--- src/rtl/glyph_blitter_pkg.sv ---
// Shared types and default geometry for the glyph blitter.
// Optional bounds checking is enabled with BOUNDS_CHECK_EN.
package glyph_blitter_pkg;

    typedef enum logic [2:0] {
        IDLE,
        FETCH,
        WAIT,
        WRITE,
        DONE
    } state_e;

    localparam int DEF_SCREEN_W = 640;
    localparam int DEF_SCREEN_H = 480;
    localparam int DEF_CHAR_W   = 20;
    localparam int DEF_CHAR_H   = 30;
    localparam int DEF_Y_ORIGIN = 270;
    localparam int DEF_ADDR_W   = 19;
    localparam int DEF_COLOR_W  = 3;
    localparam int DEF_GLYPH_AW = 13;

    localparam int DEF_ROW_STEP = DEF_SCREEN_W - (DEF_CHAR_W - 1);
    localparam int DEF_MAX_COLS = DEF_SCREEN_W / DEF_CHAR_W;
    localparam int DEF_MAX_ROWS = (DEF_SCREEN_H - DEF_Y_ORIGIN) / DEF_CHAR_H;

    // Width of a counter that must reach n-1.
    function automatic int cnt_w(input int n);
        return (n > 1) ? $clog2(n) : 1;
    endfunction

endpackage

--- src/rtl/glyph_row_shifter.sv ---
// Holds one glyph row and presents one pixel bit per WRITE cycle.
// Flags the last pixel so the FSM can advance to the next row.
module glyph_row_shifter
    import glyph_blitter_pkg::*;
#(
    parameter int CHAR_W = DEF_CHAR_W
) (
    input  logic              clock,
    input  logic              reset,
    input  logic              load,
    input  logic              shift,
    input  logic [CHAR_W-1:0] din,
    output logic              bit_o,
    output logic              last_o
);

    localparam int PW = cnt_w(CHAR_W);
    localparam logic [PW-1:0] LAST_PX = PW'(CHAR_W - 1);

    logic [CHAR_W-1:0] sr_q, sr_d;
    logic [PW-1:0]     px_q, px_d;

    // Load a fresh row, or shift toward bit 0 one pixel per cycle.
    always_comb begin
        sr_d = sr_q;
        px_d = px_q;
        if (load) begin
            sr_d = din;
            px_d = '0;
        end else if (shift) begin
            sr_d = sr_q >> 1;
            px_d = px_q + PW'(1);
        end
    end

    // Row register and pixel counter.
    always_ff @(posedge clock) begin
        if (reset) begin
            sr_q <= '0;
            px_q <= '0;
        end else begin
            sr_q <= sr_d;
            px_q <= px_d;
        end
    end

    assign bit_o  = sr_q[0];
    assign last_o = (px_q == LAST_PX);

endmodule

--- src/rtl/glyph_blitter.sv ---
// Writes one glyph into the framebuffer, one pixel per cycle.
// Define BOUNDS_CHECK_EN to reject cells outside the text region.
module glyph_blitter
    import glyph_blitter_pkg::*;
#(
    parameter int SCREEN_W = DEF_SCREEN_W,
    parameter int SCREEN_H = DEF_SCREEN_H,
    parameter int CHAR_W   = DEF_CHAR_W,
    parameter int CHAR_H   = DEF_CHAR_H,
    parameter int Y_ORIGIN = DEF_Y_ORIGIN,
    parameter int ADDR_W   = DEF_ADDR_W,
    parameter int COLOR_W  = DEF_COLOR_W,
    parameter int GLYPH_AW = DEF_GLYPH_AW
) (
    input  logic                clock,
    input  logic                reset,
    input  logic                req_valid,
    output logic                req_ready,
    input  logic [7:0]          req_row,
    input  logic [7:0]          req_col,
    input  logic [7:0]          req_char,
    input  logic [COLOR_W-1:0]  req_fg,
    input  logic [COLOR_W-1:0]  req_bg,
    input  logic                req_transparent,
    output logic [GLYPH_AW-1:0] glyph_addr,
    input  logic [CHAR_W-1:0]   glyph_data,
    output logic [ADDR_W-1:0]   mem_waddr,
    output logic [COLOR_W-1:0]  mem_wdata,
    output logic                mem_wenable,
    output logic                busy,
    output logic                done,
    output logic                err
);

    localparam int ROW_STEP = SCREEN_W - (CHAR_W - 1);
    localparam int RW = cnt_w(CHAR_H);
    localparam logic [RW-1:0] LAST_ROW = RW'(CHAR_H - 1);

    state_e               state_q, state_d;
    logic [ADDR_W-1:0]    addr_q, addr_d;
    logic [GLYPH_AW-1:0]  gaddr_q, gaddr_d;
    logic [RW-1:0]        grow_q, grow_d;
    logic [COLOR_W-1:0]   fg_q, fg_d;
    logic [COLOR_W-1:0]   bg_q, bg_d;
    logic                 transp_q, transp_d;
    logic                 err_q, err_d;

    logic                 oob;
    logic                 sh_load;
    logic                 sh_shift;
    logic                 sh_bit;
    logic                 sh_last;
    logic [ADDR_W-1:0]    base;
    logic [GLYPH_AW-1:0]  gbase;

    // Top-left pixel of the cell; the one multiply, used at accept only.
    assign base = (ADDR_W'(Y_ORIGIN) + ADDR_W'(req_row) * ADDR_W'(CHAR_H))
                  * ADDR_W'(SCREEN_W)
                  + ADDR_W'(req_col) * ADDR_W'(CHAR_W);

    // First ROM row of the glyph; later rows just increment.
    assign gbase = GLYPH_AW'(req_char) * GLYPH_AW'(CHAR_H);

`ifdef BOUNDS_CHECK_EN
    // Cell must lie fully inside the visible text region.
    assign oob = (Y_ORIGIN + (int'(req_row) + 1) * CHAR_H > SCREEN_H)
              || ((int'(req_col) + 1) * CHAR_W > SCREEN_W);
`else
    assign oob = 1'b0;
`endif

    glyph_row_shifter #(
        .CHAR_W(CHAR_W)
    ) u_shifter (
        .clock (clock),
        .reset (reset),
        .load  (sh_load),
        .shift (sh_shift),
        .din   (glyph_data),
        .bit_o (sh_bit),
        .last_o(sh_last)
    );

    // Next-state, request latching and incremental address walk.
    always_comb begin
        state_d  = state_q;
        addr_d   = addr_q;
        gaddr_d  = gaddr_q;
        grow_d   = grow_q;
        fg_d     = fg_q;
        bg_d     = bg_q;
        transp_d = transp_q;
        err_d    = 1'b0;
        sh_load  = 1'b0;
        sh_shift = 1'b0;
        unique case (state_q)
            IDLE: begin
                if (req_valid) begin
                    if (oob) begin
                        err_d = 1'b1;
                    end else begin
                        state_d  = FETCH;
                        addr_d   = base;
                        gaddr_d  = gbase;
                        grow_d   = '0;
                        fg_d     = req_fg;
                        bg_d     = req_bg;
                        transp_d = req_transparent;
                    end
                end
            end
            FETCH: begin
                state_d = WAIT;
            end
            WAIT: begin
                sh_load = 1'b1;
                state_d = WRITE;
            end
            WRITE: begin
                sh_shift = 1'b1;
                if (sh_last) begin
                    addr_d = addr_q + ADDR_W'(ROW_STEP);
                    if (grow_q == LAST_ROW) begin
                        state_d = DONE;
                    end else begin
                        grow_d  = grow_q + RW'(1);
                        gaddr_d = gaddr_q + GLYPH_AW'(1);
                        state_d = FETCH;
                    end
                end else begin
                    addr_d = addr_q + ADDR_W'(1);
                end
            end
            DONE: begin
                state_d = IDLE;
            end
            default: begin
                state_d = IDLE;
            end
        endcase
    end

    // State and datapath registers; reset aborts any character.
    always_ff @(posedge clock) begin
        if (reset) begin
            state_q  <= IDLE;
            addr_q   <= '0;
            gaddr_q  <= '0;
            grow_q   <= '0;
            fg_q     <= '0;
            bg_q     <= '0;
            transp_q <= 1'b0;
            err_q    <= 1'b0;
        end else begin
            state_q  <= state_d;
            addr_q   <= addr_d;
            gaddr_q  <= gaddr_d;
            grow_q   <= grow_d;
            fg_q     <= fg_d;
            bg_q     <= bg_d;
            transp_q <= transp_d;
            err_q    <= err_d;
        end
    end

    assign req_ready   = (state_q == IDLE);
    assign busy        = (state_q != IDLE);
    assign done        = (state_q == DONE);
    assign err         = err_q;
    assign glyph_addr  = gaddr_q;
    assign mem_waddr   = addr_q;
    assign mem_wenable = (state_q == WRITE) && (sh_bit || !transp_q);
    assign mem_wdata   = (state_q != WRITE) ? '0 :
                         (sh_bit ? fg_q : bg_q);

endmodule

--- config.mk ---
export PLATFORM = sky130hd
export DESIGN_NAME = glyph_blitter
export DESIGN_NICKNAME = d
export VERILOG_FILES = /design/src/rtl/glyph_blitter_pkg.sv /design/src/rtl/glyph_row_shifter.sv /design/src/rtl/glyph_blitter.sv
export SDC_FILE = /design/constraint.sdc
export NUM_CORES = 1
export LEC_CHECK = 0
export CAP_MARGIN = 40
export CORE_MARGIN = 5
export CORE_UTILIZATION = 55
export DETAILED_ROUTE_END_ITERATION = 8
export PLACE_DENSITY = 0.81
export SLEW_MARGIN = 30
export SYNTH_ARGS = -nofsm -noshare
export SYNTH_HDL_FRONTEND = slang
export SYNTH_SLANG_ARGS = --single-unit
export TNS_END_PERCENT = 10
--- constraint.sdc ---
create_clock -name clock -period 5.6 [get_ports clock]
set_input_delay 0.84 -clock clock [delete_from_list [all_inputs] [get_ports clock]]
set_output_delay 0.84 -clock clock [all_outputs]
set_load 0.02 [all_outputs]
==> flow_metrics.py, run 1 <==
metrics = {
    "die": {
        "die_area_mm2": 0.0131,
        "start_util": 0.558,
        "core-area_mm2": 0.0108,
        "io-pin-count": 94,
        "rows": 38,
        "die_h_um": 115,
        "die_x_um": 115,
    },
    "sta": {
        "slew_headroom": 0.517,
        "rsz0062_at_grt": "yes",
        "setup_violations": 0,
        "fin_crit_ns": 5.43,
        "skew_ns": 0.0128,
        "fin_crit_sh": 0.970,
        "hold_viol": 0,
        "max_freq_mhz": 184,
        "holdWs_ns": 0.460,
        "worst_pin_slew_ns": 0.725,
        "slew_viol_final": 0,
    },
    "job": {
        "maxCapViolCount": 0,
    },
    "logic_synthesis": {
        "ys_ff_latch": 72,
        "syn-num-nets": 867,
        "synthFlopType": "dfxtp_1",
        "synth_top_area_share": 0.240,
        "synthArstFlopShare": 0,
        "syn-instance-count": 713,
        "synth_edf_count": 0,
        "synth_area_leaders": "dfxtp_1, ha_1, fa_1",
        "syn_avg_cell_area_um2": 8.44,
        "yosys.area.top_type": "dfxtp_1",
        "synthDistinctLibCells": 53,
        "syn_area_mm2": 0.00602,
        "ys_seq_area_frac": 0.240,
        "ys_warn_count": 0,
    },
    "power_and_ir_drop": {
        "swShare": 0.422,
        "seqPwrFrac": 0.164,
        "comb_power_share": 0.722,
        "clockPowerShare": 0.114,
        "ir_drop_uv": 958,
        "switching_power_uw": 1620,
        "p_leak_uw": 0.00321,
        "intPower_uw": 2220,
        "power_density_mw_per_mm2": 503,
    },
    "routing": {
        "first_pass_iters": 5,
        "drtAntennaViolNets": 0,
        "drc_errors": 0,
        "highest_layer": "met4",
        "routedWlPerCell_um": 15.0,
        "m1WireLength_um": 5910,
        "route.met2.wl_um": 7640,
        "wl_um": 14600,
        "dr_total_vias": 5432,
        "drt_iter0_markers": 297,
        "viasPerCell": 5.58,
        "dr_wl_met3_um": 720,
    },
    "global_routing": {
        "grt_max_degree": 69,
        "overflow": 0,
        "grt_pass1_vias": 5337,
        "grt_usage": 0.217,
        "antenna_found_initial": 0,
        "grt_first_pass_wirelength_um": 23600,
    },
    "critical_path": {
        "path_class": "in -> reg",
        "required_ns": 5.85,
        "setup.worst_path.start_class": "input pin",
        "cp-end-kind": "register",
        "arrival_ns": 5.68,
        "critPathMaxFanout": 4,
    },
    "cells_and_area": {
        "drive_gt1_frac": 0.103,
        "nNetsFinal": 982,
        "num-fill-cells": 828,
        "num_antenna_cells": 0,
        "synthToLayoutAreaGrowth_pct": 26.7,
        "fin_util": 0.707,
        "final_area_mm2": 0.00763,
    },
    "placed_design": {
        "dp.final_hpwl_um": 11100,
        "detailed_place.area_mm2": 0.00730,
        "gp_congestion": 0.799,
        "portBuffers": 92,
    },
    "clock_tree": {
        "clock_sinks": 72,
        "cts_tree": "built",
        "path_clk_slew_ns": 0.08,
        "root_buffer": "clkbuf_8",
        "cts_buffers": 9,
        "cts_htree_levels": 3,
        "cts_hold_repair.buffers": 0,
        "clk_path_buf_depth": 2,
        "clk_latency_ns": 0.34,
    },
    "hold_path": {
        "hp-class": "reg -> reg",
    },
    "run_status": {
        "status": "complete, no violations",
    },
}
## registers in the layout, summed over array words and instances (netlist names)
signal and count:
grow_q 5, u_shifter.px_q 5, glyph_addr 13, state_q 3, mem_waddr 19, bg_q 3, u_shifter.sr_q 20, transp_q 1
fg_q 3
## what timing repair did
action                                  in CTS  in global routing
resized for setup                            0                 24
endpoints found under the setup margin       0                  4
buffers inserted                             0                  0
## power groups by stage
stage          registers, uW  clock network, uW  logic [uW]
2_1_floorplan            668                  0        1700
6_report                 628                439        2770
3_3_place_gp             635                  0        2470
4_1_cts                  626                447        2570
5_1_grt                  635                469        3040
3_5_place_dp             638                  0        2560
## worst max-delay path, cell delays in order
cell	delay, ns
clkdlybuf4s50_1	0.50
fa_1	0.46
fa_1	0.52
inv_1	0.07
fa_2	0.37
nand2b_1	0.17
a21oi_1	0.16
o21ai_1	0.12
nor2b_4	0.14
xnor2_1	0.13
or3_1	0.39
and2_1	0.17
ha_1	0.32
ha_4	0.29
xor2_1	0.14
nand4_1	0.18
nor2_1	0.19
xnor2_1	0.13
nor2_1	0.06
a2111oi_2	0.32
## placed cells by master, fill, tap and decap left out, types with 3 or more instances in the layout
cell             instances
inv_1                   43
clkdlybuf4s50_1         89
a2111oi_0                6
a311oi_1                 3
and4_1                   4
a21o_1                  10
nor2b_1                  3
nor2_1                  88
ha_1                    69
o21ai_1                  4
and2_1                   3
a211oi_1                25
mux2i_1                 23
o21bai_1                 8
a31oi_1                  6
fa_1                    28
a21oi_1                 55
nand2b_1                 9
nor2_2                   4
xor2_1                  20
clkbuf_8                11
xnor2_1                 35
a221oi_1                 4
nand2_1                 51
buf_4                   41
o21ai_0                 20
nor3_1                  20
nand3_1                 11
and3_1                   5
nor3b_1                  5
nand4_1                  7
dfxtp_1                 72
## layout make-up
type | instances | area (um^2) | area share
Clock buffer | 11 | 151 | 0.0199
Clock inverter | 5 | 62.6 | 0.00820
Inverter | 45 | 169 | 0.0221
Multi-Input combinational cell | 565 | 4380 | 0.575
Sequential cell | 72 | 1440 | 0.189
Tap cell | 140 | 175 | 0.0230
Timing Repair Buffer | 135 | 1240 | 0.163
## cells by family (layout without fill, tap and decap cells)
logic type | after synthesis | in the layout | synth area share
multiplexers | 23 | 23 | 0.0383
buffers and inverters | 76 | 196 | 0.0495
AND/OR/NAND/NOR | 222 | 222 | 0.170
adder cells (fa/ha/maj) | 100 | 100 | 0.244
flip-flops | 72 | 72 | 0.240
AO/OA/AOI/OAI | 161 | 161 | 0.173
XOR/XNOR | 58 | 58 | 0.0844
other | 1 | 1 | 0.000623
## Yosys cell counts, types with 11 or more instances
cell      number
mux2i_1       23
nand3_1       11
xnor2_1       37
clkbuf_1      21
inv_1         45
nand2_1       51
xor2_1        21
o21ai_0       24
nor2_1        92
dfxtp_1       72
ha_1          71
a21oi_1       55
nor3_1        21
a211oi_1      26
fa_1          29
## routing by layer
metal / GRT usage / vias to the layer above
met2: 0.403 / 122
li1: - / 2721
met1: 0.245 / 2562
met5: 0 / -
met4: 0.0800 / 0
met3: 0.0407 / 27
## stage by stage
| stage | setup slack (ns) | setup TNS (ns) | std cells | total power [uW] |
|---|---|---|---|---|
| after floorplan | 0.476 | 0 | 713 | 2370 |
| after global placement | -0.132 | -0.285 | 955 | 3110 |
| after detailed placement | -0.356 | -0.788 | 955 | 3190 |
| after CTS | 0.0110 | 0 | 971 | 3640 |
| after global routing | -0.0714 | -0.0714 | 973 | 4140 |
| final | 0.168 | 0 | 973 | 3840 |
## worst paths after layout
check	start	endpoint	slack, ns	cells after the start
worst min-delay path	bg_q[0]$_SDFFE_PP0P_	bg_q[0]$_SDFFE_PP0P_	0.46	2
worst min register to register	bg_q[0]$_SDFFE_PP0P_	bg_q[0]$_SDFFE_PP0P_	0.46	2
worst max register to register	u_shifter.px_q[0]$_SDFFE_PP0P_	mem_waddr[15]$_SDFFE_PP0P_	2.54	10
worst max-delay path	req_row[0]	mem_waddr[17]$_SDFFE_PP0P_	0.17	20
No activity file was read; power rests on OpenSTA's default activity.
==> inputs of run 2 (changes only) <==
Settings changed: GPL_ROUTABILITY_DRIVEN set to 0.
==> run 2 against run 1 <==
Effect of this change:
- critical path type unchanged
- largest cell class unchanged
- critical endpoint is now mem_waddr[18]$_SDFFE_PP0P_
- routed wire length is 0.12% lower
- clock skew fell by 0.0019 ns
- register-to-register slack got worse by 0.10 ns
- global-route usage up 0.59 points
- first-iteration DRC count up 34%
- sequential cell count unchanged
==> flow_metrics.py, run 2 (synthesized netlist as in run 1, its figures left out) <==
metrics = {
    "sta": {
        "slew_headroom": 0.513,
        "hold_viol": 0,
        "holdWs_ns": 0.459,
        "worst_pin_slew_ns": 0.731,
        "setup_violations": 0,
        "fin_crit_ns": 5.41,
        "skew_ns": 0.0109,
        "fin_crit_sh": 0.967,
        "max_freq_mhz": 185,
        "slew_viol_final": 0,
    },
    "cells_and_area": {
        "synthToLayoutAreaGrowth_pct": 27.8,
        "layout_common_cells": "nor2_1, clkdlybuf4s50_1, dfxtp_1, ha_1, a21oi_1",
        "num-fill-cells": 848,
        "num_antenna_cells": 0,
        "regMostFlops": "u_shifter.sr_q",
        "final_area_mm2": 0.00769,
        "drive_gt1_frac": 0.111,
        "largest_reg_flops": 20,
        "nNetsFinal": 984,
    },
    "power_and_ir_drop": {
        "seqPwrFrac": 0.154,
        "intPower_uw": 2360,
        "power_density_mw_per_mm2": 530,
        "p_leak_uw": 0.00322,
        "clockPowerShare": 0.114,
        "switching_power_uw": 1720,
        "ir_drop_uv": 736,
        "swShare": 0.422,
        "comb_power_share": 0.732,
    },
    "routing": {
        "drc_errors": 0,
        "routedWlPerCell_um": 15.0,
        "dr_total_vias": 5433,
        "drt_iter0_markers": 399,
        "viasPerCell": 5.57,
        "wl_um": 14600,
        "drtAntennaViolNets": 0,
        "first_pass_iters": 5,
    },
    "clock_tree": {
        "clk_latency_ns": 0.35,
        "clk_path_buf_depth": 2,
        "root_buffer": "clkbuf_8",
        "cts_tree": "built",
        "cts_htree_levels": 3,
        "clock_sinks": 72,
        "cts_buffers": 9,
        "cts_hold_repair.buffers": 0,
        "path_clk_slew_ns": 0.09,
    },
    "critical_path": {
        "setup.worst_path.start_class": "input pin",
        "path_class": "in -> reg",
        "critPathMaxFanout": 3,
        "crit_chain": "clkdlybuf4s50_1, inv_1, fa_1, fa_1, inv_1, ha_2, nor2_1, nor2_1, a21o_1, a21oi_4, or4b_2, nand3_1, xnor2_1, ha_1, xnor2_1, xnor2_1, xnor2_1, xnor2_1, xnor2_1, xnor2_1, a21oi_1",
        "cpPeakStageDelay_ns": 0.61,
        "rr_worst_depth": 12,
        "cp_common_cell": "xnor2_1",
        "crit_slowest_cell": "or4b_2",
        "arrival_ns": 5.64,
        "required_ns": 5.83,
        "cp-end-kind": "register",
    },
    "job": {
        "maxCapViolCount": 0,
    },
    "die": {
        "io-pin-count": 94,
        "die_area_mm2": 0.0131,
        "die_h_um": 115,
        "core-area_mm2": 0.0108,
        "die_x_um": 115,
        "rows": 38,
        "start_util": 0.558,
    },
    "hold_path": {
        "holdPathStages": 2,
        "hp-class": "reg -> reg",
    },
    "global_routing": {
        "grt_first_pass_wirelength_um": 24400,
        "grt_pass1_vias": 5452,
        "grt_usage": 0.223,
        "grt_max_degree": 69,
        "antenna_found_initial": 0,
        "overflow": 0,
    },
    "placed_design": {
        "detailed_place.area_mm2": 0.00730,
        "portBuffers": 92,
        "dp.final_hpwl_um": 11100,
    },
    "run_status": {
        "status": "complete, no violations",
    },
}
run 2: cell count changes in the layout (fill, tap and decap cells not counted), sizes merged:
| cell | previous run | this run |
|---|---|---|
| buf | 43 | 45 |
| clkbuf | 12 | 10 |
| bufinv | 1 | 2 |
| clkdlybuf4s50 | 89 | 90 |
| dlymetal6s2s | 2 | 1 |
| inv | 47 | 48 |
run 2: timing repair:
item,4_1_cts,5_1_grt
endpoints found under the setup margin,1,3
resized for setup,0,26
setup buffers,0,2
pin swaps,1,9
run 2: path summary, 6_finish.rpt:
| kind | startpoint | endpoint | slack, ns |
|---|---|---|---|
| worst max-delay path | req_row[1] | mem_waddr[18]$_SDFFE_PP0P_ | 0.19 |
| worst min-delay path | bg_q[2]$_SDFFE_PP0P_ | bg_q[2]$_SDFFE_PP0P_ | 0.46 |
| worst max register to register | u_shifter.px_q[0]$_SDFFE_PP0P_ | mem_waddr[16]$_SDFFE_PP0P_ | 2.44 |
| worst min register to register | bg_q[2]$_SDFFE_PP0P_ | bg_q[2]$_SDFFE_PP0P_ | 0.46 |
run 2: per-layer routing:
layer,part of all wire,global-route usage
met5,0,0
met3,0.039,0.0375
met2,0.53,0.416
met4,0.025,0.0808
met1,0.41,0.253
run 2: power groups by stage:
stage / Combinational (uW) / Clock (uW) / Sequential (uW)
floorplan: 1700 / 0 / 668
global placement: 2470 / 0 / 635
CTS: 2600 / 474 / 627
finish: 2980 / 465 / 628
detailed placement: 2580 / 0 / 639
global route: 3280 / 502 / 637
run 2: layout make-up:
class / instances / area, um^2 / area share
clock buffers: 9 / 124 / 0.0161
flip-flops and latches: 72 / 1440 / 0.187
inverters: 45 / 169 / 0.0220
clock inverters: 7 / 101 / 0.0132
multi-input cells: 565 / 4420 / 0.575
repair buffers: 137 / 1260 / 0.164
well taps: 140 / 175 / 0.0228
run 2: worst max-delay path, delay by kind of cell:
kind                     cells  cell delay, ns
AO/OA/AOI/OAI                3            0.34
XOR/XNOR                     7            1.22
adder cells (fa/ha/maj)      4            1.64
buffers and inverters        3            0.66
AND/OR/NAND/NOR              4            0.93
run 2: stage by stage:
step	util	setup WS (ns)	power (uW)	std cells	TNS (ns)
3_5_place_dp	0.676	-0.372	3220	955	-0.801
4_1_cts	0.697	0.0186	3700	971	0
5_1_grt	0.713	-0.0649	4420	975	-0.128
6_report	0.713	0.186	4080	975	0
3_3_place_gp	0.676	-0.121	3110	955	-0.233
2_1_floorplan	-	0.476	2370	713	0
==> inputs of run 3 (changes only) <==
Settings changed: CORE_MARGIN 5 to not set, TNS_END_PERCENT 10 to 50.
==> run 3 against run 2 <==
Effect of this change:
- sequential cell count did not move
- total power is 2.1% lower
- clock skew increased by 0.0026 ns
- utilization grew 1.5 points
- fmax decreased by 1.6%
- hold slack got worse by 0.0011 ns
- global-route usage up 2.3 points
- largest power group unchanged
- highest routed layer unchanged
==> flow_metrics.py, run 3 (synthesized netlist as in run 1, its figures left out) <==
metrics = {
    "placed_design": {
        "place_ws_ns": -0.333,
        "portBuffers": 92,
        "dp.final_hpwl_um": 10600,
    },
    "critical_path": {
        "critPathLaunch": "req_row[3]",
        "rrSetupSlack_ns": 2.53,
        "cp-end-kind": "register",
        "setup.worst_path.start_class": "input pin",
        "rr_startpoint": "u_shifter.px_q[0]$_SDFFE_PP0P_",
        "required_ns": 5.82,
        "cpPeakStageDelay_ns": 0.51,
        "arrival_ns": 5.72,
        "r2r_end": "mem_waddr[16]$_SDFFE_PP0P_",
        "crit_chain": "clkdlybuf4s50_1, inv_1, fa_1, fa_1, inv_1, ha_1, buf_4, nor2_1, a21oi_2, xor2_1, buf_4, xnor2_1, ha_1, ha_1, nor2_2, a21oi_1, xnor2_1, nand4_1, buf_4, nor3_2, xnor2_1, xnor2_1, a21oi_1",
        "path_class": "in -> reg",
        "critPathMaxFanout": 4,
        "crit_path_end": "mem_waddr[18]$_SDFFE_PP0P_",
        "rr_worst_depth": 12,
        "crit_slowest_cell": "fa_1",
        "cp_common_cell": "xnor2_1",
    },
    "sta": {
        "slew_viol_final": 0,
        "final.setup.tns_ns": 0,
        "fin_crit_ns": 5.50,
        "slew_headroom": 0.474,
        "hold_viol": 0,
        "fin_crit_sh": 0.982,
        "worst_pin_slew_ns": 0.785,
        "setup_violations": 0,
        "fin_ws_ns": 0.0995,
        "max_freq_mhz": 182,
        "skew_ns": 0.0135,
        "holdWs_ns": 0.458,
    },
    "clock_tree": {
        "clk_path_buf_depth": 2,
        "path_clk_slew_ns": 0.08,
        "clock_sinks": 72,
        "cts_htree_levels": 3,
        "cts_buffers": 9,
        "clk_latency_ns": 0.35,
        "cts_tree": "built",
        "root_buffer": "clkbuf_8",
        "cts_hold_repair.buffers": 0,
    },
    "hold_path": {
        "min_from": "bg_q[2]$_SDFFE_PP0P_",
        "holdPathStages": 2,
        "hp-class": "reg -> reg",
    },
    "routing": {
        "drt_iter0_markers": 290,
        "first_pass_iters": 4,
        "drc_errors": 0,
        "wl_um": 14300,
        "routedWlPerCell_um": 14.7,
        "drtAntennaViolNets": 0,
        "viasPerCell": 5.68,
        "dr_total_vias": 5508,
    },
    "die": {
        "io-pin-count": 94,
        "die_h_um": 107,
        "start_util": 0.575,
        "die_x_um": 107,
        "die_area_mm2": 0.0114,
        "core-area_mm2": 0.0105,
        "rows": 37,
    },
    "power_and_ir_drop": {
        "p_leak_uw": 0.00324,
        "swShare": 0.421,
        "intPower_uw": 2310,
        "comb_power_share": 0.724,
        "clockPowerShare": 0.117,
        "switching_power_uw": 1680,
        "ir_drop_uv": 715,
        "seqPwrFrac": 0.158,
        "power_density_mw_per_mm2": 524,
    },
    "global_routing": {
        "antenna_found_initial": 0,
        "grt_pass1_vias": 5399,
        "grt_max_degree": 69,
        "grt_usage": 0.246,
        "grt_first_pass_wirelength_um": 23000,
        "overflow": 0,
    },
    "cells_and_area": {
        "num_antenna_cells": 0,
        "synthToLayoutAreaGrowth_pct": 26.6,
        "nNetsFinal": 983,
        "largest_reg_flops": 20,
        "layout_common_cells": "nor2_1, clkdlybuf4s50_1, dfxtp_1, ha_1, a21oi_1",
        "regMostFlops": "u_shifter.sr_q",
        "final_common_cell": "nor2_1",
        "fin_util": 0.728,
        "drive_gt1_frac": 0.0995,
    },
    "job": {
        "maxCapViolCount": 0,
    },
    "run_status": {
        "status": "complete, no violations",
    },
}
## run 3: power groups by stage
stage | Clock (uW) | Combinational [uW] | Sequential [uW]
floorplan | 0 | 1700 | 668
global placement | 0 | 2440 | 638
detailed placement | 0 | 2560 | 642
CTS | 473 | 2570 | 631
global route | 496 | 3170 | 639
finish | 468 | 2890 | 632
## run 3: layout make-up
class / instances / area (um^2)
multi-input combinational: 565 / 4350
timing repair buffer: 136 / 1260
tap: 136 / 170
inverter: 45 / 169
fill: 824 / 2850
clock buffer: 9 / 124
sequential: 72 / 1440
clock inverter: 7 / 103
## run 3: stage by stage
step	total power, uW	area, um^2	instances
after global routing	4300	7620	970
final	3990	7620	970
after detailed placement	3200	7260	948
after CTS	3680	7490	964
after floorplan	2370	6020	713
after global placement	3080	7260	948
## run 3: critical path, delay by kind of cell
family,cells,cell delay [ns]
compound gates,3,0.23
xor+xnor,5,0.91
fa+ha+maj,5,1.99
buf+inv,6,1.11
simple gates,4,0.66
## run 3: worst min-delay path by stage
stage | to | slack [ns]
after floorplan | u_shifter.sr_q[19]$_SDFFE_PP0P_ | 0.43
after global placement | u_shifter.sr_q[19]$_SDFFE_PP0P_ | 0.44
after detailed placement | bg_q[2]$_SDFFE_PP0P_ | 0.45
after CTS | bg_q[2]$_SDFFE_PP0P_ | 0.46
after global routing | bg_q[2]$_SDFFE_PP0P_ | 0.48
final | bg_q[2]$_SDFFE_PP0P_ | 0.46
## run 3: repair_timing
action                                 4_1_cts  5_1_grt
buffers inserted                             0        4
endpoints found under the hold margin        0        0
resized for setup                            0       19
setup endpoints to repair                    0        4
## run 3: metal layers
metal,vias up,part of all wire,track usage
met5,-,0,0
met4,0,0.017,0.0851
met3,25,0.038,0.0267
met2,153,0.51,0.458
met1,2602,0.43,0.291
li1,2728,-,-
